===== src/rtl/mem_copy_engine.sv =====
// mem_copy_engine: bus-master block copier for the DataMemory port.
// Copies `length` bytes from src to dst one byte at a time (read cycle,
// then write cycle). It also keeps a modulo-256 checksum of the bytes
// written. Addresses wrap modulo DEPTH. Length 0 completes at once, and
// length > DEPTH is rejected with an err pulse.
module mem_copy_engine #(
  parameter int DEPTH = 32,
  parameter int AW    = 8,
  parameter int DW    = 8,
  parameter int LW    = 6
) (
  input  logic          clk,
  input  logic          RST,
  input  logic          start,
  input  logic [AW-1:0] src_addr,
  input  logic [AW-1:0] dst_addr,
  input  logic [LW-1:0] length,
  output logic          busy,
  output logic          done,
  output logic          err,
  output logic [DW-1:0] sum,
  output logic [AW-1:0] mem_addr,
  output logic [DW-1:0] mem_wdata,
  output logic          mem_read,
  output logic          mem_write,
  input  logic [DW-1:0] mem_rdata
);

  // DEPTH is a power of two, so wrapping an address is a simple mask.
  localparam logic [AW-1:0] AMASK   = AW'(DEPTH - 1);
  localparam logic [LW-1:0] DEPTH_L = LW'(DEPTH);

  typedef enum logic [2:0] {
    S_IDLE,
    S_READ,
    S_WRITE,
    S_DONE,
    S_ERR
  } state_t;

  state_t        state_q, state_d;
  logic [AW-1:0] src_q, src_d;
  logic [AW-1:0] dst_q, dst_d;
  logic [LW-1:0] len_q, len_d;
  logic [LW-1:0] i_q, i_d;
  logic [DW-1:0] sum_q, sum_d;

  // State and captured transfer fields; reset clears everything at once.
  always_ff @(posedge clk or posedge RST) begin
    if (RST) begin
      state_q <= S_IDLE;
      src_q   <= '0;
      dst_q   <= '0;
      len_q   <= '0;
      i_q     <= '0;
      sum_q   <= '0;
    end else begin
      state_q <= state_d;
      src_q   <= src_d;
      dst_q   <= dst_d;
      len_q   <= len_d;
      i_q     <= i_d;
      sum_q   <= sum_d;
    end
  end

  // Next-state logic and bus outputs. The outputs are decoded from the
  // current state, so a reset forces them low immediately.
  always_comb begin
    state_d   = state_q;
    src_d     = src_q;
    dst_d     = dst_q;
    len_d     = len_q;
    i_d       = i_q;
    sum_d     = sum_q;
    busy      = 1'b0;
    done      = 1'b0;
    err       = 1'b0;
    mem_addr  = '0;
    mem_wdata = '0;
    mem_read  = 1'b0;
    mem_write = 1'b0;

    case (state_q)
      S_IDLE: begin
        if (start) begin
          if (length > DEPTH_L) begin
            // Rejected request: the previous checksum stays visible.
            state_d = S_ERR;
          end else if (length == '0) begin
            sum_d   = '0;
            state_d = S_DONE;
          end else begin
            src_d   = src_addr;
            dst_d   = dst_addr;
            len_d   = length;
            i_d     = '0;
            sum_d   = '0;
            state_d = S_READ;
          end
        end
      end

      S_READ: begin
        busy     = 1'b1;
        mem_read = 1'b1;
        mem_addr = (src_q + AW'(i_q)) & AMASK;
        state_d  = S_WRITE;
      end

      S_WRITE: begin
        // Read data is still held from the previous cycle because
        // mem_read is low now, so pass it straight through.
        busy      = 1'b1;
        mem_write = 1'b1;
        mem_addr  = (dst_q + AW'(i_q)) & AMASK;
        mem_wdata = mem_rdata;
        sum_d     = sum_q + mem_rdata;
        i_d       = i_q + LW'(1);
        if (i_q + LW'(1) == len_q) begin
          state_d = S_DONE;
        end else begin
          state_d = S_READ;
        end
      end

      S_DONE: begin
        busy    = 1'b1;
        done    = 1'b1;
        state_d = S_IDLE;
      end

      S_ERR: begin
        err     = 1'b1;
        state_d = S_IDLE;
      end

      default: begin
        state_d = S_IDLE;
      end
    endcase
  end

  assign sum = sum_q;

endmodule


===== config.mk =====
export PLATFORM = sky130hd
export DESIGN_NAME = mem_copy_engine
export DESIGN_NICKNAME = d
export VERILOG_FILES = /design/src/rtl/mem_copy_engine.sv
export SDC_FILE = /design/constraint.sdc
export NUM_CORES = 1
export LEC_CHECK = 0
export CORE_MARGIN = 5
export CORE_UTILIZATION = 45
export DETAILED_ROUTE_END_ITERATION = 6
export PLACE_DENSITY = 0.78
export SYNTH_ARGS = -nofsm -noshare
export SYNTH_HDL_FRONTEND = slang
export SYNTH_SLANG_ARGS = --single-unit

===== constraint.sdc =====
create_clock -name clk -period 6.35 [get_ports clk]
set_input_delay 1.27 -clock clk [delete_from_list [all_inputs] [get_ports clk]]
set_output_delay 1.27 -clock clk [all_outputs]
set_load 0.05 [all_outputs]

==> Word level (Yosys, flattened, before mapping) <==
Cells that the tools add are included.
{ "word_totals": {"out_inout_bits": 29, "elab_cells": 47, "reg_bits": 33} }
{ "op_classes": {"magnitude_cmp": 1, "bitwise_logic": 2, "add_sub_neg": 4, "mux": 19, "reduce_logical": 7, "eq_ne": 8} }
{ "ops": {"columns": ["operator", "count"], "rows": [
  ["8-bit two-way mux", 3],
  ["6-bit two-way mux", 3],
  ["8-bit one-hot mux with 2 select lines", 1],
  ["6-bit one-hot mux with 2 select lines", 1],
  ["5-bit adder", 2],
  ["5-bit one-hot mux with 2 select lines", 1],
  ["3-bit one-hot mux with 3 select lines", 1],
  ["8-bit adder", 1],
  ["4-bit AND reduction", 2],
  ["6-bit by 1-bit adder with 6-bit output, second input constant", 1],
  ["3-bit by 2-bit equality test with 1-bit output, second input constant", 2],
  ["6-bit equality test", 1],
  ["6-bit greater-than comparator, second input constant", 1],
  ["6-bit zero test", 1],
  ["3-bit two-way mux", 2],
  ["2-bit inequality test, second input constant", 3],
  ["1-bit two-way mux", 5],
  ["2-bit two-way mux", 2],
  ["3-bit by 1-bit equality test with 1-bit output, second input constant", 1],
  ["3-bit equality test, second input constant", 1],
  ["3-bit zero test", 1],
  ["3-bit AND reduction", 1],
  ["3-bit OR reduction", 1],
  ["1-bit NOT", 2],
  ["2-bit nonzero test", 1]
]} }

==> Depth between registers and ports, before layout <==
{ "logic_depth": {"ltp_word": 5, "ltp_mapped": 16, "ltp_nobuf": 13} }

==> Worst setup path before layout <==
Ideal clock, no wire load.
{ "synth_path": {"path_type": "reg-to-output", "startpoint": "reg state_q[2]", "endpoint": "out mem_addr[4]", "required_ps": 5080, "stages_incl_launch_ff": 17, "arrival_ps": 3304, "path_slack_ps": 1776, "cell_sequence": "dfrtp_1 > buf_4 > nor2_1 > nand2_1 > inv_1 > clkbuf_1 > buf_2 > nand2_1 > nand2_1 > ha_1 > inv_1 > fa_1 > inv_1 > a21o_1 > a21oi_1 > xnor3_1 > a22o_1"} }
{ "synth_via": {"elab_chain_cells": 2, "elab_cells_between_ends": 3, "cone_classes": "eq/ne: 2; mux: 1"} }
{ "synth_lines": {"columns": ["item", "line_no", "rtl"], "rows": [
  ["from (decl)", "41", "state_t state_q, state_d;"],
  ["from (signal assigned)", "58", "state_q <= state_d;"],
  ["3-bit by 2-bit equality test with 1-bit output or 3-bit by 1-bit equality test with 1-bit output (tied branches)", "84", "case (state_q)"],
  ["5-bit one-hot mux with 2 select lines (*)", "84", null],
  ["to (decl)", "22", "output logic [AW-1:0] mem_addr,"]
]} }
Mark *: on every way between the ends. The rest lies on a longest branch, timed or not.

==> Final worst setup path <==
{ "layout_path": {"startpoint": "reg state_q[1]", "endpoint": "out mem_addr[4]"} }
The elaborated chain is that of the path after synthesis.

==> impl_metrics.py <==
metrics = {
    "layout": {
        "finalNetCount": 316,
        "final_cell_mix": "52 x clkdlybuf4s50_1, 33 x dfrtp_1, 18 x nand2_1, 15 x nor2_1",
        "area_delta_synth_final_pct": 29.4,
        "stdcell_area_sq_um": 2860,
        "final_common_cell": "clkdlybuf4s50_1",
        "insertedDiodeCount": 0,
        "drive_above_1_share_pct": 11.1,
    },
    "timing": {
        "max_freq_mhz": 183,
        "setup_tns_ns": 0,
        "max-slew-margin-rel_pct": 55.8,
        "period_minus_slack_ns": 5.45,
        "clock_skew_ns": 0.00120,
        "tightestPinTransition_ns": 0.663,
        "fin_crit_sh_pct": 85.9,
        "setup_viol": 0,
        "drv_slew": 0,
        "rsz0062_at_grt": "no",
        "final_hold_viol_count": 0,
        "layout_setup_ws_ns": 0.898,
    },
    "yosys": {
        "synth-compound-area-share_pct": 15.4,
        "synthMuxAreaShare_pct": 9.86,
        "yosys.area_share.adder_pct": 8.62,
        "ys_ff_latch": 33,
        "yosys_warnings": 0,
        "synth_area_leaders": "dfrtp_1 37%, ha_1 6.8%, mux2_4 6.8%",
        "synth_edf_count": 0,
        "synth-main-ff-cell": "dfrtp_1",
        "synth_area_per_cell_sq_um": 10.2,
        "synthSimpleGateAreaFrac_pct": 15.3,
        "synth_xor_area_share_pct": 7.99,
        "synth_area_sq_um": 2210,
        "async_flop_share_pct": 100,
        "synth.top_cell.area_share_pct": 37.4,
        "yosysSeqAreaShare_pct": 37.4,
        "synth_top_family_by_area": "compound AO/OA/AOI/OAI gates",
        "syn_inst": 216,
        "synth_top_cell_by_area": "dfrtp_1",
        "synth.distinct_cells": 48,
    },
    "setup_path": {
        "crit_type": "flop to output port",
        "arrival_ns": 4.18,
        "start_kind": "flop",
        "required_ns": 5.08,
        "critPathMaxFanout": 21,
        "ff2ff_setup_slack_ns": 3.88,
        "r2r_cells": 6,
        "endpoint_kind": "output port",
    },
    "pwr": {
        "p_seq_share_pct": 30.1,
        "pwr-share-clk_pct": 11.7,
        "power_frac_comb_pct": 58.2,
        "switchingPower_uw": 564,
        "vdd_drop_max_v": 0.000193,
        "leakagePower_uw": 0.00135,
        "p_sw_share_pct": 44.7,
        "p_per_area_nw_per_um2": 442,
        "p_int_uw": 698,
    },
    "global_routing": {
        "grt_pass1_vias": 1770,
        "antenna_found_initial": 0,
        "grt_pass1_wl_microns": 8160,
        "grt_max_degree": 34,
        "grt_usage_pct": 16.5,
        "grt_overflow": 0,
    },
    "floorplan": {
        "die_h_microns": 80.0,
        "coreArea_sq_um": 4750,
        "ios": 62,
        "start_util_pct": 46.4,
        "dieWidth_microns": 80.0,
        "dieArea_sq_um": 6410,
        "fp-row-count": 25,
    },
    "cts": {
        "htreeDepth": 2,
        "clock-sinks": 33,
        "cts_setup_buffers": 0,
        "clock_latency_ns": 0.28,
        "hold_buffers": 0,
        "cts_resized": 0,
        "worst_setup_hold_path_clk_slew_ns": 0.06,
        "cts_tree": "done",
        "cts_buffer_depth": 2,
        "clock-root-buffer": "clkbuf_8",
        "cts_made_buffers": 5,
    },
    "placed_design": {
        "dp_hpwl_microns": 3700,
        "post_dp_cell_area_sq_um": 2780,
        "port_buffers": 52,
        "gp_congestion": 0.800,
        "dp_slack_ns": 1.21,
    },
    "detailed_routing": {
        "dr.pass1.iters": 4,
        "wl_per_cell_microns": 14.3,
        "post_drt_via_cell_ratio": 5.11,
        "wirelength_microns": 4830,
        "drc": 0,
        "drtAntennaViolNets": 0,
        "vias": 1723,
        "drt-initial-drc-count": 60,
    },
    "hold_path": {
        "hold_path_depth": 1,
        "worstHoldPathType": "flop to flop",
    },
    "job": {
        "max_cap_violations": 0,
    },
    "outcome": {
        "status": "finished clean",
    },
}
## synth_stat cells, types with 2 or more instances
| library cell | n |
|---|---|
| a22o_1 | 6 |
| mux2_2 | 6 |
| xnor3_1 | 2 |
| buf_4 | 4 |
| nand2b_1 | 3 |
| a21o_1 | 4 |
| o211ai_1 | 2 |
| fa_1 | 2 |
| o41ai_1 | 2 |
| ha_1 | 12 |
| inv_1 | 11 |
| xnor2_1 | 9 |
| and3_1 | 12 |
| and2_1 | 3 |
| buf_2 | 2 |
| a41oi_1 | 2 |
| mux2_4 | 10 |
| xor2_1 | 6 |
| nor2_1 | 15 |
| o31ai_1 | 2 |
| clkbuf_1 | 5 |
| o21ai_0 | 5 |
| nand3_1 | 4 |
| a21oi_1 | 12 |
| nor3_1 | 2 |
| nand2_1 | 18 |
| a211oi_1 | 2 |
| dfrtp_1 | 33 |
## per-layer routing
layer,part of all wire [%],wire (microns),GRT usage (%),vias up
li1,-,-,-,869
met1,47,2270,22.1,815
met2,47,2290,25.2,33
met3,4.0,192,4.63,6
met4,1.5,72,6.59,0
met5,0,0,0,-
## worst max-delay path: stages (launching register included)
cell             delay (ns)
dfrtp_1                0.77
nand2_1                0.42
inv_1                  0.22
buf_4                  0.26
nand2_1                0.08
nand2_1                0.06
ha_1                   0.17
inv_1                  0.06
fa_1                   0.40
inv_1                  0.07
a21o_1                 0.10
a21oi_1                0.09
xnor3_1                0.23
a22o_1                 0.15
clkdlybuf4s50_1        0.80
## final timing paths
| kind | start | endpoint |
|---|---|---|
| min reg2reg | dst_q[0] | dst_q[0] |
| max | state_q[1] | mem_addr[4] |
| max in group asynchronous | RST | src_q[4] |
| min in group asynchronous | RST | src_q[0] |
| max reg2reg | state_q[1] | state_q[1] |
| min | dst_q[0] | dst_q[0] |
## cells by family after synthesis
| family | count (synthesis) |
|---|---|
| AND/OR/NAND/NOR | 64 |
| AO/OA/AOI/OAI | 48 |
| flip-flops | 33 |
| buffers and inverters | 23 |
| XOR/XNOR | 17 |
| multiplexers | 16 |
| adder cells (fa/ha/maj) | 14 |
| other | 1 |
## area by class of cell
cell class              count  area, sq um
fillers                   409         1900
multi-input cells         162         1270
flip-flops and latches     33          826
repair buffers             56          551
well taps                  67         83.8
clock buffers               8         80.1
inverters                  11         41.3
## metrics by stage
stage               std cells  total power (uW)  hold WS (ns)  util (%)
floorplan                 218               921         0.481         -
global placement          329              1100         0.494      58.4
detailed placement        329              1120         0.500      58.4
CTS                       337              1270         0.515      60.1
global route              337              1360         0.528      60.1
finish                    337              1260         0.510      60.1
## power by group through the flow
stage | Combinational, uW | Clock [uW] | Sequential [uW]
after detailed placement | 734 | 0 | 384
final | 734 | 148 | 380
after CTS | 739 | 153 | 381
after floorplan | 487 | 0 | 435
after global routing | 799 | 164 | 396
after global placement | 720 | 0 | 383
## sequential cells by signal (all words and copies together) (netlist names)
| signal | cells |
|---|---|
| state_q | 3 |
| i_q | 6 |
| len_q | 6 |
| src_q | 5 |
| sum | 8 |
| dst_q | 5 |
Note: power is estimated with default switching activity, not from simulation.
